[src/rtl/adc_daq_pkg.sv]
// Shared ADC_DAQ definitions: interlock state encoding, register map and
// IEEE-754 single-precision helpers used by the floating-point trip logic.
package adc_daq_pkg;

  typedef enum logic [2:0] {
    ST_IDLE     = 3'd0,
    ST_ARMED    = 3'd1,
    ST_COUNTING = 3'd2,
    ST_TRIPPED  = 3'd3
  } ilck_state_t;

  localparam logic [10:0] ILCK_REG_PAGE = 11'd3;

  localparam logic [4:0] IDX_THRESHOLD = 5'd0;
  localparam logic [4:0] IDX_TRIP_N    = 5'd1;
  localparam logic [4:0] IDX_CTRL      = 5'd2;
  localparam int         NUM_REGS      = 3;

  localparam logic [7:0]  FP_EXP_NAN_INF  = 8'hFF;
  localparam logic [31:0] FP_MAG_MASK     = 32'h7FFF_FFFF;
  localparam logic [31:0] THRESHOLD_RESET = 32'h7F80_0000;

  function automatic logic fp_is_nan(input logic [31:0] v);
    return (v[30:23] == FP_EXP_NAN_INF) && (v[22:0] != 23'd0);
  endfunction

endpackage

[src/rtl/fp_mag_gt.sv]
// Combinational magnitude compare of two IEEE-754 singles; a NaN sample
// always counts as exceeding, infinities compare by their bit pattern.
module fp_mag_gt
  import adc_daq_pkg::*;
(
  input  logic [31:0] sample,
  input  logic [31:0] threshold,
  output logic        exceed
);

  logic [31:0] sample_mag;
  logic [31:0] threshold_mag;
  logic        sample_nan;

  // With the sign stripped, positive IEEE-754 ordering equals unsigned ordering.
  assign sample_mag    = sample & FP_MAG_MASK;
  assign threshold_mag = threshold & FP_MAG_MASK;
  assign sample_nan    = fp_is_nan(sample);

  assign exceed = sample_nan || (sample_mag > threshold_mag);

endmodule

[src/rtl/interlock_fp_trip.sv]
// Floating-point over-threshold interlock: trips after trip_n consecutive
// exceeding DSP samples and latches until cleared by a register write.
module interlock_fp_trip
  import adc_daq_pkg::*;
#(
  parameter int          DEFAULT_N = 4,
  parameter logic [10:0] REG_PAGE  = ILCK_REG_PAGE
) (
  input  logic        trn_clk,
  input  logic        pio_reset_n,
  input  logic [31:0] dsp_out,
  input  logic        dsp_valid,
  input  logic        acq_on,
  input  logic [15:0] reg_offset,
  input  logic [31:0] reg_data,
  input  logic        reg_wrt_en,
  output logic        interlock_n,
  output logic [31:0] trip_value,
  output logic [31:0] ilck_status
);

  ilck_state_t state_reg, state_next;
  logic [7:0]  count_reg, count_next;
  logic [31:0] threshold_reg, threshold_next;
  logic [7:0]  trip_n_reg, trip_n_next;
  logic        enable_reg, enable_next;
  logic        interlock_n_reg, interlock_n_next;
  logic [31:0] trip_value_reg, trip_value_next;
  logic [31:0] status_reg, status_next;

  logic                page_hit;
  logic [NUM_REGS-1:0] wr_hit;
  logic                clear;
  logic                exceed;
  logic                hit_sample;
  logic [7:0]          trip_n_eff;
  logic [7:0]          count_inc;

  // Register decode; generate index gi lines up with the IDX_* map.
  assign page_hit = reg_wrt_en && (reg_offset[15:5] == REG_PAGE);

  for (genvar gi = 0; gi < NUM_REGS; gi++) begin : g_wr_dec
    assign wr_hit[gi] = page_hit && (reg_offset[4:0] == 5'(gi));
  end

  assign clear = wr_hit[IDX_CTRL] && reg_data[1];

  always_comb begin
    threshold_next = threshold_reg;
    trip_n_next    = trip_n_reg;
    enable_next    = enable_reg;
    if (wr_hit[IDX_THRESHOLD]) threshold_next = reg_data;
    if (wr_hit[IDX_TRIP_N])    trip_n_next    = reg_data[7:0];
    if (wr_hit[IDX_CTRL])      enable_next    = reg_data[0];
  end

  fp_mag_gt u_mag_gt (
    .sample    (dsp_out),
    .threshold (threshold_reg),
    .exceed    (exceed)
  );

  assign hit_sample = dsp_valid && exceed;
  assign trip_n_eff = (trip_n_reg == 8'd0) ? 8'd1 : trip_n_reg;
  assign count_inc  = (count_reg == 8'hFF) ? 8'hFF : count_reg + 8'd1;

  // State and configuration registers.
  always_ff @(posedge trn_clk or negedge pio_reset_n) begin
    if (!pio_reset_n) begin
      state_reg     <= ST_IDLE;
      count_reg     <= 8'd0;
      threshold_reg <= THRESHOLD_RESET;
      trip_n_reg    <= 8'(DEFAULT_N);
      enable_reg    <= 1'b0;
    end else begin
      state_reg     <= state_next;
      count_reg     <= count_next;
      threshold_reg <= threshold_next;
      trip_n_reg    <= trip_n_next;
      enable_reg    <= enable_next;
    end
  end

  // Next-state logic; clear outranks a coincident sample in every state.
  always_comb begin
    state_next = state_reg;
    count_next = count_reg;
    case (state_reg)
      ST_IDLE: begin
        if (clear) count_next = 8'd0;
        if (enable_reg && acq_on) state_next = ST_ARMED;
      end
      ST_ARMED: begin
        if (!enable_reg || !acq_on) begin
          state_next = ST_IDLE;
          count_next = 8'd0;
        end else if (clear) begin
          count_next = 8'd0;
        end else if (hit_sample) begin
          count_next = 8'd1;
          state_next = (trip_n_eff <= 8'd1) ? ST_TRIPPED : ST_COUNTING;
        end
      end
      ST_COUNTING: begin
        if (!enable_reg || !acq_on) begin
          state_next = ST_IDLE;
          count_next = 8'd0;
        end else if (clear) begin
          count_next = 8'd0;
        end else if (dsp_valid) begin
          if (exceed) begin
            count_next = count_inc;
            if (count_inc == trip_n_eff) state_next = ST_TRIPPED;
          end else begin
            state_next = ST_ARMED;
            count_next = 8'd0;
          end
        end
      end
      ST_TRIPPED: begin
        if (clear) begin
          state_next = ST_ARMED;
          count_next = 8'd0;
        end
      end
      default: begin
        state_next = ST_IDLE;
        count_next = 8'd0;
      end
    endcase
  end

  // Output logic, computed from next values so registered outputs track the state.
  always_comb begin
    interlock_n_next = (state_next != ST_TRIPPED);
    trip_value_next  = trip_value_reg;
    if ((state_next == ST_TRIPPED) && (state_reg != ST_TRIPPED)) trip_value_next = dsp_out;
    status_next = {16'd0, count_next, 4'd0, enable_next, state_next};
  end

  always_ff @(posedge trn_clk or negedge pio_reset_n) begin
    if (!pio_reset_n) begin
      interlock_n_reg <= 1'b1;
      trip_value_reg  <= 32'd0;
      status_reg      <= 32'd0;
    end else begin
      interlock_n_reg <= interlock_n_next;
      trip_value_reg  <= trip_value_next;
      status_reg      <= status_next;
    end
  end

  assign interlock_n = interlock_n_reg;
  assign trip_value  = trip_value_reg;
  assign ilck_status = status_reg;

endmodule

[config.mk]
export PLATFORM = sky130hd
export DESIGN_NAME = interlock_fp_trip
export DESIGN_NICKNAME = d
export VERILOG_FILES = /design/src/rtl/adc_daq_pkg.sv /design/src/rtl/fp_mag_gt.sv /design/src/rtl/interlock_fp_trip.sv
export SDC_FILE = /design/constraint.sdc
export NUM_CORES = 1
export LEC_CHECK = 0
export BUFFER_PORTS_ARGS = -buffer_cell sky130_fd_sc_hd__buf_2
export CORE_MARGIN = 8
export CORE_UTILIZATION = 52
export CTS_CLUSTER_DIAMETER = 150
export DETAILED_ROUTE_END_ITERATION = 10
export GPL_ROUTABILITY_DRIVEN = 0
export GPL_TIMING_DRIVEN = 0
export HOLD_SLACK_MARGIN = 0.06
export PLACE_DENSITY = 0.87
export SKIP_LAST_GASP = 1
export SYNTH_ARGS = -nofsm -noshare
export SYNTH_HDL_FRONTEND = slang
export SYNTH_SLANG_ARGS = --single-unit
[constraint.sdc]
create_clock -name trn_clk -period 3.15 [get_ports trn_clk]
set_input_delay 0.945 -clock trn_clk [delete_from_list [all_inputs] [get_ports trn_clk]]
set_output_delay 0.945 -clock trn_clk [all_outputs]
set_load 0.005 [all_outputs]
==> flow_metrics.env <==
export IMPL_core_area_um2=9150
export IMPL_hold_viol=0
export IMPL_arrival_ps=3310
export IMPL_antenna_found_initial=0
export IMPL_synth_edff_count=0
export IMPL_vias_per_cell=5.42
export IMPL_cp_start_kind="input pin"
export IMPL_largest_reg_flops=32
export IMPL_power_density_nw_per_um2=336
export IMPL_hp_class="flip-flop to flip-flop"
export IMPL_synth_async_sr_flop_share_pct=100
export IMPL_hpwl_um=9830
export IMPL_fmax_mhz=326
export IMPL_syn_area_per_cell_um2=10.3
export IMPL_die_w_um=112
export IMPL_ir_drop_mv=0.251
export IMPL_fin_crit_sh_pct=97.4
export IMPL_cpPeakStageDelay_ps=420
export IMPL_stdcell_area_um2=6000
export IMPL_synth_top_cell_by_area="dfrtp_1"
export IMPL_postCtsHoldBufs=0
export IMPL_grt_pass1_wl_um=20500
export IMPL_grt_pass1_vias=4290
export IMPL_leakage_nw=3.20
export IMPL_post_drt_wl_per_cell_um=16.6
export IMPL_numCtsBuffers=9
export IMPL_ios=150
export IMPL_start_util_pct=52.9
export IMPL_critPathSlowestCell="nor4_4"
export IMPL_p_total_mw=2.01
export IMPL_final_common_cell="buf_2"
export IMPL_synth_area_leaders="dfrtp_1 (38%), mux2_4 (9.0%), ha_1 (8.3%)"
export IMPL_clk_pin_slew_worst_paths_ps=90
export IMPL_synth_seq_cells=84
export IMPL_yosysUniqueCellTypes=57
export IMPL_cts_tree="yes"
export IMPL_required_ps=3390
export IMPL_setup_viol=0
export IMPL_antenna_cells=0
export IMPL_dieArea_um2=12600
export IMPL_dr_total_vias=4068
export IMPL_slew_headroom_pct=55.0
export IMPL_synth_ff_type="dfrtp_1"
export IMPL_syn_inst=471
export IMPL_cp_max_fo=10
export IMPL_clk_latency_ps=360
export IMPL_grt_setup_unrepaired="false"
export IMPL_drive_above_1_share_pct=38.0
export IMPL_fp_row_count=35
export IMPL_end_kind="flip-flop"
export IMPL_grt_max_degree=52
export IMPL_mostFrequentLayoutCells="buf_2 (127), dfrtp_1 (74), nand2_1 (55), o21ai_0 (45), inv_1 (39)"
export IMPL_cts_max_path_buffers=2
export IMPL_grt_ovfl_total=0
export IMPL_layout_nets=751
export IMPL_stdcell_count=750
export IMPL_clock_skew_ps=18.7
export IMPL_dp_cells=731
export IMPL_worstMarginPinSlew_ps=672
export IMPL_grt_usage_pct=19.9
export IMPL_dr_pass1_iters=6
export IMPL_area_delta_synth_final_pct=24.0
export IMPL_ant_nets=0
export IMPL_place_area_um2=5720
export IMPL_root_buffer="clkbuf_8"
export IMPL_final_core_util_pct=65.6
export IMPL_drc_errors=0
export IMPL_first_iter_violations=201
export IMPL_seq_area_frac_synth_pct=43.7
export IMPL_cts_sinks=84
export IMPL_die_height_um=112
export IMPL_portBuffers=128
export IMPL_finalWirelength_um=12500
export IMPL_crit_type="input pin to flip-flop"
export IMPL_cts_max_level=3
export IMPL_ys_warn_count=0
export IMPL_syn_area_um2=4840
export IMPL_status="finished clean"
export IMPL_slew_viol_final=0
export IMPL_finalCriticalPeriod_ps=3070
export IMPL_synth_top_area_share_pct=38.3
export IMPL_cp_cell_sequence="buf_2, ha_1, nand4_1, nor4_4, o41ai_4, a21oi_2, o22ai_2, a21oi_4, buf_4, buf_12, mux2_4"
export IMPL_cap_violations=0
==> layout make-up <==
class                   instances  area [um^2]
fillers                       737         3150
clock buffers                   9          124
inverters                      39          146
plain buffers                  32          255
clock inverters                 7         67.6
multi-input cells             335         2450
repair buffers                133          701
flip-flops and latches         84         2110
well taps                     111          139
==> Yosys cell counts, types with 3 or more instances <==
library cell   n
dfrtp_1       74
nand2_1       55
o21ai_0       45
inv_1         39
ha_1          32
mux2_4        29
a21oi_1       24
buf_4         23
nor2_1        18
mux2_2        12
nor4_1        12
nand4_1       11
dfstp_2       10
clkbuf_1       7
nand3_1        7
nor3_1         7
o31ai_1        6
buf_12         3
nand3b_1       3
nand4b_1       3
nor2b_1        3
nor4b_1        3
o21a_1         3
o22ai_1        3
==> power breakdown <==
part	internal (mW)	total (mW)	switching [mW]
sequential	1.08	1.08	0.000898
clock	0.311	0.770	0.459
combinational	0.0744	0.164	0.0901
total	1.46	2.01	0.550
==> cell families (layout without fill, tap and decap cells) <==
group	after synthesis	after routing	share of synthesized area, %
fa+ha+maj	32	32	8.28
buf+inv	72	220	8.38
xor+xnor	3	3	0.543
compound gates	99	99	12.2
other cells	1	21	0.0775
flops	84	84	43.7
mux	42	42	12.0
simple gates	138	138	14.8
==> worst paths after layout <==
kind	start	endpoint	slack, ps	cells after the start
setup reg to reg	trip_n_reg[4]	trip_value[9]	200	10
min in group asynchronous	pio_reset_n	count_reg[2]	530	1
setup / recovery	dsp_out[26]	trip_value[9]	80	11
hold / removal	trip_value[31]	trip_value[31]	510	1
hold reg to reg	trip_value[31]	trip_value[31]	510	1
max in group asynchronous	pio_reset_n	trip_n_reg[2]	1970	2
==> per-layer routing <==
layer,vias up,share of wire (%),track usage [%]
met1,1952,42,24.0
met2,129,50,33.4
met5,-,0,0
li1,1961,-,-
met3,26,6.0,4.88
met4,0,2.4,8.18
==> worst max-delay path: cells and delay by family <==
family | cells | cell delay, ps
AOI/OAI and AO/OA | 4 | 680
and+or+nand+nor | 2 | 650
buffers and inverters | 3 | 430
adders and majority gates | 1 | 320
muxes | 1 | 300
==> timing repair <==
action	in CTS	in global routing
pin swaps	0	3
gates resized for setup	5	4
endpoints found under the setup margin	39	36
setup buffers	3	1
==> stage by stage <==
step / hold WS [ps] / setup slack [ps] / setup TNS, ps
2_1_floorplan: 478 / 11.5 / 0
3_3_place_gp: 483 / -721 / -25400
3_5_place_dp: 489 / -786 / -29150
4_1_cts: 511 / 15.9 / 0
5_1_grt: 515 / 5.23 / 0
6_report: 507 / 80.3 / 0
Power figures use the tool's default switching activity.
